File: config.mk
export PLATFORM = sky130hd
export DESIGN_NAME = sym_vn_rank_dbuf
export DESIGN_NICKNAME = d
export VERILOG_FILES = /design/src/rtl/sym_vn_rank_dbuf.sv
export SDC_FILE = /design/constraint.sdc
export NUM_CORES = 1
export LEC_CHECK = 0
export ABC_AREA = 0
export CAP_MARGIN = 0
export CORE_MARGIN = 2
export CORE_UTILIZATION = 30
export DETAILED_ROUTE_END_ITERATION = 8
export PLACE_DENSITY = 0.41
export SLEW_MARGIN = 0
export SYNTH_ARGS = -nofsm -noshare
export SYNTH_HDL_FRONTEND = slang
export SYNTH_SLANG_ARGS = --single-unit
export TNS_END_PERCENT = 5
File: constraint.sdc
create_clock -name write_clk -period 4.95 [get_ports write_clk]
set_input_delay 0.99 -clock write_clk [delete_from_list [all_inputs] [get_ports write_clk]]
set_output_delay 0.99 -clock write_clk [all_outputs]
set_load 0.03 [all_outputs]
File: src/rtl/sym_vn_rank_dbuf.sv
// Double-buffered symmetric VN rank LUT: readers see the active half while the
// load FSM fills the shadow half page by page, then the halves swap in one cycle.
module sym_vn_rank_dbuf #(
   parameter int QUAN_SIZE     = 4,
   parameter int PAGE_ADDR_BW  = 6,
   parameter int BANK_NUM      = 2,
   parameter int BANK_BW       = 1,
   parameter int READ_PORT_NUM = 2
) (
   input  logic                                    write_clk,
   input  logic                                    rstn,
   input  logic [READ_PORT_NUM-1:0]                rd_en,
   input  logic [READ_PORT_NUM*BANK_BW-1:0]        rd_bank_addr,
   input  logic [READ_PORT_NUM*PAGE_ADDR_BW-1:0]   rd_page_addr,
   output logic [READ_PORT_NUM*QUAN_SIZE-1:0]      lut_data,
   input  logic                                    load_start,
   input  logic                                    load_abort,
   input  logic                                    load_valid,
   input  logic [BANK_NUM*QUAN_SIZE-1:0]           load_data,
   output logic                                    load_ready,
   output logic                                    load_done,
   output logic                                    active_half,
   output logic                                    busy
);

   localparam int                     PAGE_NUM  = 1 << PAGE_ADDR_BW;
   localparam logic [BANK_BW:0]       BANK_LIM  = (BANK_BW+1)'(BANK_NUM);
   localparam logic [PAGE_ADDR_BW-1:0] PAGE_ONE  = PAGE_ADDR_BW'(1);
   localparam logic [PAGE_ADDR_BW-1:0] PAGE_LAST = PAGE_ADDR_BW'(PAGE_NUM - 1);

   typedef enum logic [1:0] {
      S_IDLE,
      S_LOAD,
      S_COMMIT
   } state_t;

   state_t                  state_q, state_d;
   logic [PAGE_ADDR_BW-1:0] page_cnt_q, page_cnt_d;
   logic                    active_half_q, active_half_d;
   logic                    beat_we;

   logic [QUAN_SIZE-1:0]    mem_q [BANK_NUM][2][PAGE_NUM];
   logic [QUAN_SIZE-1:0]    lut_q [READ_PORT_NUM];
   logic [QUAN_SIZE-1:0]    rd_word [READ_PORT_NUM];
   logic [BANK_BW-1:0]      rd_bank [READ_PORT_NUM];
   logic [PAGE_ADDR_BW-1:0] rd_page [READ_PORT_NUM];

   // Abort outranks a beat presented in the same cycle; that beat is dropped.
   always_comb begin
      state_d       = state_q;
      page_cnt_d    = page_cnt_q;
      active_half_d = active_half_q;
      beat_we       = 1'b0;
      case (state_q)
         S_IDLE: begin
            if (load_start) begin
               state_d    = S_LOAD;
               page_cnt_d = '0;
            end
         end
         S_LOAD: begin
            if (load_abort) begin
               state_d    = S_IDLE;
               page_cnt_d = '0;
            end else if (load_valid) begin
               beat_we    = 1'b1;
               page_cnt_d = page_cnt_q + PAGE_ONE;
               if (page_cnt_q == PAGE_LAST) begin
                  state_d = S_COMMIT;
               end
            end
         end
         S_COMMIT: begin
            active_half_d = ~active_half_q;
            state_d       = S_IDLE;
         end
         default: begin
            state_d = S_IDLE;
         end
      endcase
   end

   always_ff @(posedge write_clk or negedge rstn) begin
      if (!rstn) begin
         state_q       <= S_IDLE;
         page_cnt_q    <= '0;
         active_half_q <= 1'b0;
      end else begin
         state_q       <= state_d;
         page_cnt_q    <= page_cnt_d;
         active_half_q <= active_half_d;
      end
   end

   // Storage carries no reset; only the shadow half is ever written.
   always_ff @(posedge write_clk) begin
      if (beat_we) begin
         for (int b = 0; b < BANK_NUM; b++) begin
            mem_q[b][~active_half_q][page_cnt_q] <= load_data[b*QUAN_SIZE +: QUAN_SIZE];
         end
      end
   end

   always_comb begin
      for (int p = 0; p < READ_PORT_NUM; p++) begin
         rd_bank[p] = rd_bank_addr[p*BANK_BW +: BANK_BW];
         rd_page[p] = rd_page_addr[p*PAGE_ADDR_BW +: PAGE_ADDR_BW];
         rd_word[p] = '0;
         if ({1'b0, rd_bank[p]} < BANK_LIM) begin
            rd_word[p] = mem_q[rd_bank[p]][active_half_q][rd_page[p]];
         end
      end
   end

   always_ff @(posedge write_clk or negedge rstn) begin
      if (!rstn) begin
         for (int p = 0; p < READ_PORT_NUM; p++) begin
            lut_q[p] <= '0;
         end
      end else begin
         for (int p = 0; p < READ_PORT_NUM; p++) begin
            if (rd_en[p]) begin
               lut_q[p] <= rd_word[p];
            end
         end
      end
   end

   for (genvar p = 0; p < READ_PORT_NUM; p++) begin : g_rd_out
      assign lut_data[p*QUAN_SIZE +: QUAN_SIZE] = lut_q[p];
   end

   assign load_ready  = (state_q == S_LOAD);
   assign load_done   = (state_q == S_COMMIT);
   assign busy        = (state_q != S_IDLE);
   assign active_half = active_half_q;

endmodule

==> metrics.txt, run 1 <==
complex-gate fraction of the synthesized area 6.041%; Maximum Capacitance Violations 0; TritonCTS clock tree done; crit-path cells buf_4, clkdlybuf4s50_1; core box area 0.1631 mm2; Post-synth EDFFs 1,024; Tmin final 3.990 ns; Initial Utilization a little under a third; Synth Instances approximately 2,800; initial antenna violation count 7; cell area after layout 0.05725 mm2; Via density 5.639; Main synth FF type edfxtp_1; fin. max-slew vios 0; multiplexer share of the synthesized area roughly a quarter; H-tree Lvls 3; multi-input logic area 0.01677 mm2; first-pass GRT wire length 257.1 mm; total power between 15 and 20 mW; Crit Path Category flop to primary output; setup_tns 0 ns; peak supply drop 0.0002862 V; sw frac around a quarter; Critical Path Max Stage Delay 1.01 ns; layout cells sized above 1 a little over a quarter; initial DRC count roughly 3,400; setup bufs post-CTS 0; detailed-route via count 30,017; # rows 148; combinational power share 7.5%; post-synthesis xor/xnor area fraction 0.01773%; Placer Congestion 0.8927; Sequential Area approximately 0.031 mm2; post-synthesis simple-gate area fraction 4.121%; Post-CTS Hold Fix Bufs 0; grt total ovfl 0; hold_ws 0.6831 ns; fill count ~15,000; Mapped Avg Cell Area 17.49 um2; Synth Cell Area 0.04940 mm2; Initial DRT Pass Iterations 7; area post-placement about 0.053 mm2; Worst-Margin Slew between 1 and 1.5 ns; CP Capture Type primary output; Pint 15.19 mW; Yosys top cell by area edfxtp_1; largest cells by area after synthesis edfxtp_1, mux4_2, mux2i_1; largest family of logic cells by synthesized area multiplexers; Seq/Total Area, Yosys 63.11%; NumNets Final 3,077; P per Cell Area around 350 mW/mm2; Adder-Cell Fraction of Synth Area less than 1%; Worst Path Buf+Inv 2; Synth-to-Final Area Change 15.91%; #FFs+latches synth 1,041; critical path startpoint category flop; status complete, no violations; commonest cells after routing, fill and taps aside edfxtp_1, mux4_2, mux2i_1, buf_4, nor2_1; async set or reset register ratio after synthesis under 10%; Total Routing Usage GR 21.90%; largest net degree at the start of global routing 129; Worst EP arrival 3.00 ns; share of power burned in registers 48.9%; Static Leakage 18.32 nW; Yosys top cell area share 62.25%; WL/cell 34.81 um; RSZ-0062 raised after global routing false; CTS Buf Count between 100 and 150; Yosys cell types 65; f_max 0.2506 GHz; Crit-path slowest cell dfrtp_4; clk buf depth 3; Die ar. 0.1679 mm2; dpl hpwl 126.0 mm; Setup-failing EPs final 0; die height 409.8 um; post-route ant nets 0; CTS sink cnt 1,041; syn_nets 2,854; delay-heaviest family, CP buffers and inverters; vias in the first global route 30,905; drt drc 0; IO Port Bufs 40; clk root buf clkbuf_16; io pins 41; CP required between 3 and 4 ns; Post-CTS Resized 0; Hold WC Path Type flop to flop; Fin. Hold Viols 0; Clock Latency Late Sink 0.78 ns; final worst path period share 80.61%; final WL approximately 190 mm; CTS clk-pin slew, worst paths 0.06 ns; most common library cell in the layout ignoring fill and taps edfxtp_1; Syn. warnings 0; Die Width 409.8 um; Clock power frac 43.6%; skew final around 0.048 ns; switching power total 4.742 mW; Slew headroom 21.77%; CP Max Fanout 48
==> metrics by stage <==
stage / utilization (%) / cells / setup WS, ns
CTS: 35.09 / 5322 / 0.8590
finish: 35.09 / 5323 / 0.9597
detailed placement: 32.76 / 5100 / 0.5250
floorplan: - / 2824 / 1.934
global placement: 32.74 / 5097 / 0.1437
global route: 35.09 / 5322 / 0.8668
==> synth_stat cells, types with 5 or more instances <==
master / number
nand2_1: 101
or4_1: 5
a211oi_1: 29
inv_1: 5
a22oi_1: 38
o211ai_1: 11
nor2b_1: 28
nand3_1: 26
o22ai_1: 70
buf_4: 19
and2_1: 5
a2111oi_0: 21
buf_2: 45
clkbuf_1: 65
a221oi_1: 20
mux2i_1: 300
mux2_2: 10
buf_1: 18
a211o_1: 5
nor4_1: 13
nand3b_1: 8
buf_8: 14
a22o_1: 18
nor2_1: 200
o32ai_1: 7
o2111ai_1: 8
o221ai_1: 48
buf_6: 44
nor3_1: 23
mux4_2: 381
a21oi_1: 63
o21ai_0: 53
edfxtp_1: 1024
dfrtp_1: 17
nand2b_1: 11
or3b_2: 6
nand4_1: 10
==> routing by layer <==
metal / GRT usage, % / wire [um] / up-vias / part of all wire [%]
met2: 36.27 / 89600 / 1096 / 48
met5: 0 / 0 / - / 0
met3: 3.395 / 10990 / 236 / 5.9
li1: - / - / 12360 / -
met1: 29.83 / 79610 / 16325 / 43
met4: 6.003 / 5074 / 0 / 2.7
==> worst register-to-register path, cell delays in order, from the launching register on <==
cell and delay (ns):
dfrtp_4 1.01, buf_12 0.48, mux4_2 0.52, a22o_1 0.28, a2111oi_0 0.96, nor4_1 0.23, a41oi_1 0.28, o31ai_1 0.10
==> final timing paths <==
check	start	end	slack, ns	depth (start not counted)
worst max-delay path	active_half	active_half	0.96	2
worst min-delay path	page_cnt_q[3]	page_cnt_q[3]	0.68	1
worst max register to register	active_half	lut_data[1]	0.99	7
worst min register to register	page_cnt_q[3]	page_cnt_q[3]	0.68	1
max in group asynchronous	rstn	active_half	3.29	1
min in group asynchronous	rstn	lut_data[7]	0.83	1
==> logic make-up (layout without fill, tap and decap cells) <==
| logic type | after synthesis | count (layout) |
|---|---|---|
| mux | 691 | 691 |
| compound gates | 423 | 423 |
| simple gates | 449 | 449 |
| buf+inv | 218 | 541 |
| fa+ha+maj | 1 | 1 |
| other cells | 0 | 1 |
| xor+xnor | 1 | 1 |
| flops | 1041 | 1041 |
==> cell type report <==
| type | count | area share (%) |
|---|---|---|
| Sequential cell | 1041 | 54.46 |
| Multi-Input combinational cell | 1565 | 29.29 |
| Clock buffer | 152 | 5.492 |
| Timing Repair Buffer | 310 | 4.790 |
| Tap cell | 2175 | 4.753 |
| Clock inverter | 70 | 1.154 |
| Inverter | 9 | 0.05900 |
| Antenna cell | 1 | 0.004371 |
==> flip-flops by register name, indices dropped and copies added, names as in the netlist <==
| name | count |
|---|---|
| active_half | 1 |
| lut_data | 8 |
| mem_q | 1024 |
| page_cnt_q | 6 |
| state_q | 2 |
==> power groups by stage <==
stage	Clock (mW)	Sequential, mW	Combinational [mW]
3_5_place_dp	0	9.92	1.51
3_3_place_gp	0	9.92	1.51
2_1_floorplan	0	9.91	0.750
5_1_grt	9.21	9.73	1.55
6_report	8.70	9.74	1.50
4_1_cts	8.90	9.73	1.51
Power figures use the tool's default switching activity.
==> run 2: changes to the inputs <==
Settings changed: PLACE_DENSITY 0.41 to 0.42.
Clock period 4.95 ns to 3.59 ns, I/O delays scaled along.
==> metrics.txt, run 2 (synthesis results as in run 1) <==
status complete, no violations (unchanged); layout cells sized above 1 31.35% (was 27.26%); Worst EP arrival 4.13 ns (was 3.00 ns); grt total ovfl 0 (unchanged); detailed-route via count 30,709 (was 30,017); drt drc 0 (unchanged); Synth-to-Final Area Change 19.34% (was 15.91%); largest net degree at the start of global routing 97 (was 129); core box area 0.1631 mm2 (unchanged); Crit Path Category flop to flop (was flop to primary output); most common library cell in the layout ignoring fill and taps edfxtp_1 (unchanged); H-tree Lvls 3 (unchanged); initial antenna violation count 9 (was 7); IO Port Bufs 40 (unchanged); initial DRC count 3,193 (was 3,413); Initial Utilization 30.28% (unchanged); CP Max Fanout 34 (was 48); Initial DRT Pass Iterations 5 (was 7); multi-input logic area 0.01676 mm2 (was 0.01677 mm2); Post-CTS Resized 0 (unchanged); final worst path period share 97.07%; CTS clk-pin slew, worst paths 0.07 ns (was 0.06 ns); met3 WL post-DR 10.92 mm (was 10.99 mm); io pins 41 (unchanged); Die ar. 0.1679 mm2 (unchanged); skew final 0.04401 ns (was 0.04846 ns); Total Routing Usage GR 21.70% (was 21.90%); CP required 4.23 ns (was 3.96 ns); Placer Congestion 0.9261 (was 0.8927); fin. max-slew vios 0 (unchanged); NumNets Final 3,251 (was 3,077); f_max roughly 0.29 GHz; Maximum Capacitance Violations 0 (unchanged); # rows 148 (unchanged); hold_ws 0.3306 ns (was 0.6831 ns); TritonCTS clock tree done (unchanged); Slew headroom 26.17% (was 21.77%); Via density 5.587 (was 5.639); post-route ant nets 0 (unchanged); CTS sink cnt 1,041 (unchanged); Largest register FFs 1,024 (unchanged); Setup-failing EPs final 0 (unchanged); peak supply drop 0.0003819 V (was 0.0002862 V); dpl hpwl 129.6 mm (was 126.0 mm); setup bufs post-CTS 0 (unchanged); Fin. Hold Viols 0 (unchanged); RSZ-0062 raised after global routing false (unchanged); DR WL met2 88.46 mm (was 89.60 mm); final WL 184.2 mm (was 185.3 mm); total power 27.80 mW (was 19.93 mW); Static Leakage 19.34 nW (was 18.32 nW); vias in the first global route 31,972 (was 30,905); die height 409.8 um (unchanged); placed insts 5,276 (was 5,100); M1 WL 78.78 mm (was 79.61 mm); Clock Latency Late Sink 0.78 ns (about the same); Hold WC Path Type primary input to asynchronous set/reset pin (was flop to flop); fill count 15,240 (was 15,395); CTS Buf Count 118 (was 120); P per Cell Area 471.6 mW/mm2 (was 348.1 mW/mm2); Worst-Margin Slew 1.080 ns (was 1.144 ns); clk root buf clkbuf_16 (unchanged); Die Width 409.8 um (unchanged); Tmin final 3.485 ns; clk buf depth 3 (unchanged); fin cells 5,497 (was 5,323); first-pass GRT wire length 256.2 mm (was 257.1 mm); WL/cell 33.51 um (was 34.81 um); Biggest register mem_q (unchanged); setup_tns 0 ns (unchanged); commonest cells after routing, fill and taps aside edfxtp_1, buf_4, mux4_2, mux2i_1, nor2_1 (was edfxtp_1, mux4_2, mux2i_1, buf_4, nor2_1); Final Util 36.14% (was 35.09%); DR top layer met4 (unchanged); Post-CTS Hold Fix Bufs 0 (unchanged); critical path startpoint category flop (unchanged); CP Capture Type flop (was primary output); Sequential Area 0.03118 mm2 (unchanged)
run 2: changes by cell type in the layout (fill, tap and decap cells not counted), sizes merged:
cell / previous run / this run
buf: 282 / 460
inv: 10 / 14
clkinvlp: 3 / 5
bufinv: 10 / 14
clkdlybuf4s18: 2 / 0
clkbuf: 152 / 139
clkinv: 56 / 57
run 2: final timing paths:
check / from / cells after the start / to / slack, ns
hold / removal: rstn / 2 / lut_data[2] / 0.33
min in group write_clk: load_data[3] / 1 / mem_q[0][287] / 0.43
setup reg to reg: active_half / 11 / lut_data[0] / 0.11
max in group asynchronous: rstn / 2 / active_half / 2.94
hold reg to reg: state_q[1] / 2 / state_q[0] / 0.66
setup / recovery: active_half / 11 / lut_data[0] / 0.11
run 2: where the power goes:
group / total, mW / switching, mW / internal (mW)
combinational: 2.21 / 1.39 / 0.819
clock: 12.2 / 5.14 / 7.03
sequential: 13.4 / 0.0567 / 13.4
total: 27.8 / 6.59 / 21.2
run 2: area by class of cell:
type | instances | area share (%)
antenna | 1 | 0.004245
sequential | 1041 | 52.89
clock buffer | 139 | 5.143
multi-input combinational | 1565 | 28.43
clock inverter | 81 | 1.371
timing repair buffer | 486 | 7.488
inverter | 9 | 0.05731
tap | 2175 | 4.616
run 2: layer usage:
metal	vias to the layer above	track usage (%)
met2	1152	35.71
met4	0	6.687
met3	263	3.529
met5	-	0
li1	12709	-
met1	16585	29.36
run 2: per-stage QoR:
stage	area (um2)	worst slack (ns)
2_1_floorplan	49400	0.6854
3_3_place_gp	55110	-0.5689
3_5_place_dp	55110	-0.5576
4_1_cts	58950	0.1205
5_1_grt	58950	0.1064
6_report	58950	0.1051
run 2: critical path, stage by stage (launching register included):
cell and delay, ns:
dfrtp_4 0.64, buf_12 0.26, nand2_1 0.35, a211oi_1 0.33, a2111oi_0 0.10, buf_4 0.18
nor2_1 0.29, nand4_1 0.15, buf_4 0.18, a211oi_1 0.56, buf_4 0.23, o31ai_1 0.06
==> run 3: changes to the inputs <==
Settings changed: CORE_UTILIZATION 30 to 50, PLACE_DENSITY 0.42 to 0.65.
==> metrics.txt, run 3 (synthesis results as in run 1) <==
CTS clk-pin slew, worst paths 0.06 ns (was 0.07 ns); Fin. Hold Viols 0 (unchanged); drt drc 0 (unchanged); Placer Congestion 0.9814 (was 0.9261); Largest register FFs 1,024 (unchanged); combinational power share 7.6% (was 8.0%); core box area 0.09813 mm2 (was 0.1631 mm2); crit-path cells nand2b_2, buf_12, o221ai_1, o22ai_1, o21ai_0, buf_4, a31oi_1, or4_1, o311ai_0 (was buf_12, nand2_1, a211oi_1, a2111oi_0, buf_4, nor2_1, nand4_1, buf_4, a211oi_1, buf_4, o31ai_1); FF-to-FF setup slack 0.04 ns (was 0.11 ns); skew final 0.03111 ns (was 0.04401 ns); Initial DRT Pass Iterations 7 (was 5); initial antenna violation count 4 (was 9); Slew headroom 26.90% (was 26.17%); Sequential Area 0.03118 mm2 (unchanged); commonest cells after routing, fill and taps aside edfxtp_1, mux4_2, buf_4, mux2i_1, nor2_1 (was edfxtp_1, buf_4, mux4_2, mux2i_1, nor2_1); fin worst setup slack 0.03526 ns (was 0.1051 ns); setup bufs post-CTS 0 (unchanged); final worst path period share 99.02% (was 97.07%); WHS Path Cells 1; Clock Latency Late Sink 0.71 ns (was 0.78 ns); io pins 41 (unchanged); most common library cell in the layout ignoring fill and taps edfxtp_1 (unchanged); IO Port Bufs 40 (unchanged); setup_tns 0 ns (unchanged); Post-CTS Resized 1 (was 0); WL/cell 35.08 um (was 33.51 um); Tmin final 3.555 ns (was 3.485 ns); Synth-to-Final Area Change 15.28% (was 19.34%); fill count 7,409 (was 15,240); Maximum Capacitance Violations 0 (unchanged); CTS sink cnt 1,041 (unchanged); FF-to-FF Start active_half (unchanged); Worst EP arrival 4.12 ns (was 4.13 ns); Total Routing Usage GR 31.34% (was 21.70%); Static Leakage 18.83 nW (was 19.34 nW); grt total ovfl 0 (unchanged); Hold WC Path Type primary input to flop (was primary input to asynchronous set/reset pin); Clock power frac 42.7% (was 43.8%); die height 318.3 um (was 409.8 um); Initial Utilization 50.34% (was 30.28%); CP required 4.16 ns (was 4.23 ns); Worst Path Buf+Inv 2 (was 4); switching power total 6.108 mW (was 6.586 mW); Die Width 318.3 um (was 409.8 um); clk buf depth 3 (unchanged); dpl hpwl 107.5 mm (was 129.6 mm); CP Capture Type flop (unchanged); fin. max-slew vios 0 (unchanged); Crit-path slowest cell dfrtp_4 (unchanged); Pint 20.87 mW (was 21.21 mW); peak supply drop 0.0003803 V (was 0.0003819 V); Setup-failing EPs final 0 (unchanged); P per Cell Area 473.7 mW/mm2 (was 471.6 mW/mm2); initial DRC count 4,255 (was 3,193); Die ar. 0.1013 mm2 (was 0.1679 mm2); Via density 6.863 (was 5.587); Worst-Margin Slew 1.093 ns (was 1.080 ns); detailed-route via count 31,036 (was 30,709); RSZ-0062 raised after global routing false (unchanged); Crit Path Category flop to flop (unchanged); delay-heaviest family, CP compound AO/OA/AOI/OAI gates (unchanged); clk root buf clkbuf_16 (unchanged); H-tree Lvls 3 (unchanged); # rows 115 (was 148); CP Max Fanout 18 (was 34); Critical Path Max Stage Delay 0.65 ns (was 0.64 ns); worst slack, placed -0.5090 ns (was -0.5576 ns); sw frac 22.64% (was 23.69%); Critical R2R Capture lut_data[4] (was lut_data[0]); Biggest register mem_q (unchanged); TritonCTS clock tree done (unchanged); hold path startpoint load_data[0]; first-pass GRT wire length 227.4 mm (was 256.2 mm); post-route ant nets 0 (unchanged); f_max 0.2813 GHz (was 0.2870 GHz); critical path startpoint category flop (unchanged); layout cells sized above 1 29.86% (was 31.35%); status complete, no violations (unchanged); Endpoint, Worst Hold mem_q[0][100]; largest net degree at the start of global routing 104 (was 97); NumNets Final 3,169 (was 3,251); vias in the first global route 31,347 (was 31,972); multi-input logic area 0.01676 mm2 (about the same); Post-CTS Hold Fix Bufs 0 (unchanged); final WL 158.6 mm (was 184.2 mm); reg2reg path depth 9 (was 11); share of power burned in registers 49.7% (was 48.3%); CTS Buf Count 110 (was 118)
-- run 3: layer usage --
layer	GRT usage (%)	part of all wire, %	up-vias
met5	0	0	-
met4	12.54	4.6	0
met3	6.481	10	382
met2	50.29	48	1885
met1	42.27	38	16232
li1	-	-	12537
-- run 3: cell type report --
| cell class | count | share of cell area (%) |
|---|---|---|
| diodes | 3 | 0.01318 |
| clock buffers | 134 | 5.100 |
| clock inverters | 71 | 1.290 |
| inverters | 9 | 0.05932 |
| multi-input cells | 1565 | 29.43 |
| flip-flops and latches | 1041 | 54.75 |
| well taps | 1287 | 2.828 |
| repair buffers | 412 | 6.530 |
-- run 3: metrics by stage --
stage                     utilization (%)  power, mW  cell area [um2]  std cells  hold slack (ns)
final                               58.03      26.98            56950       4522           0.4597
after global placement              54.31      15.66            53300       4314           0.5873
after CTS                           58.02      27.06            56940       4519           0.4345
after floorplan                         -      14.70            49400       2824           0.4224
after detailed placement            54.31      15.68            53300       4314           0.6118
after global routing                58.02      27.60            56940       4519           0.4545
-- run 3: worst max path at each step --
stage / from / end / slack (ns) / depth (start not counted)
after CTS: active_half / lut_data[6] / 0.12 / 9
after global placement: rd_page_addr[10] / lut_data[6] / -0.56 / 7
after global routing: active_half / lut_data[4] / 0.01 / 9
after detailed placement: rd_page_addr[10] / lut_data[6] / -0.51 / 7
after floorplan: active_half / mem_q[0][384] / 0.69 / 10
final: active_half / lut_data[4] / 0.04 / 9
-- run 3: worst register-to-register path: stages, from the launching register on --
cell	delay (ns)
dfrtp_4	0.65
nand2b_2	0.52
buf_12	0.29
o221ai_1	0.38
o22ai_1	0.14
o21ai_0	0.27
buf_4	0.20
a31oi_1	0.34
or4_1	0.53
o311ai_0	0.11
-- run 3: power groups by stage --
stage                     clock (mW)  sequential (mW)  combinational, mW
after floorplan                    0             13.7               1.03
after global placement             0             13.7               1.99
after detailed placement           0             13.7               2.01
after CTS                       11.6             13.4               2.02
after global routing            12.1             13.4               2.10
final                           11.5             13.4               2.04
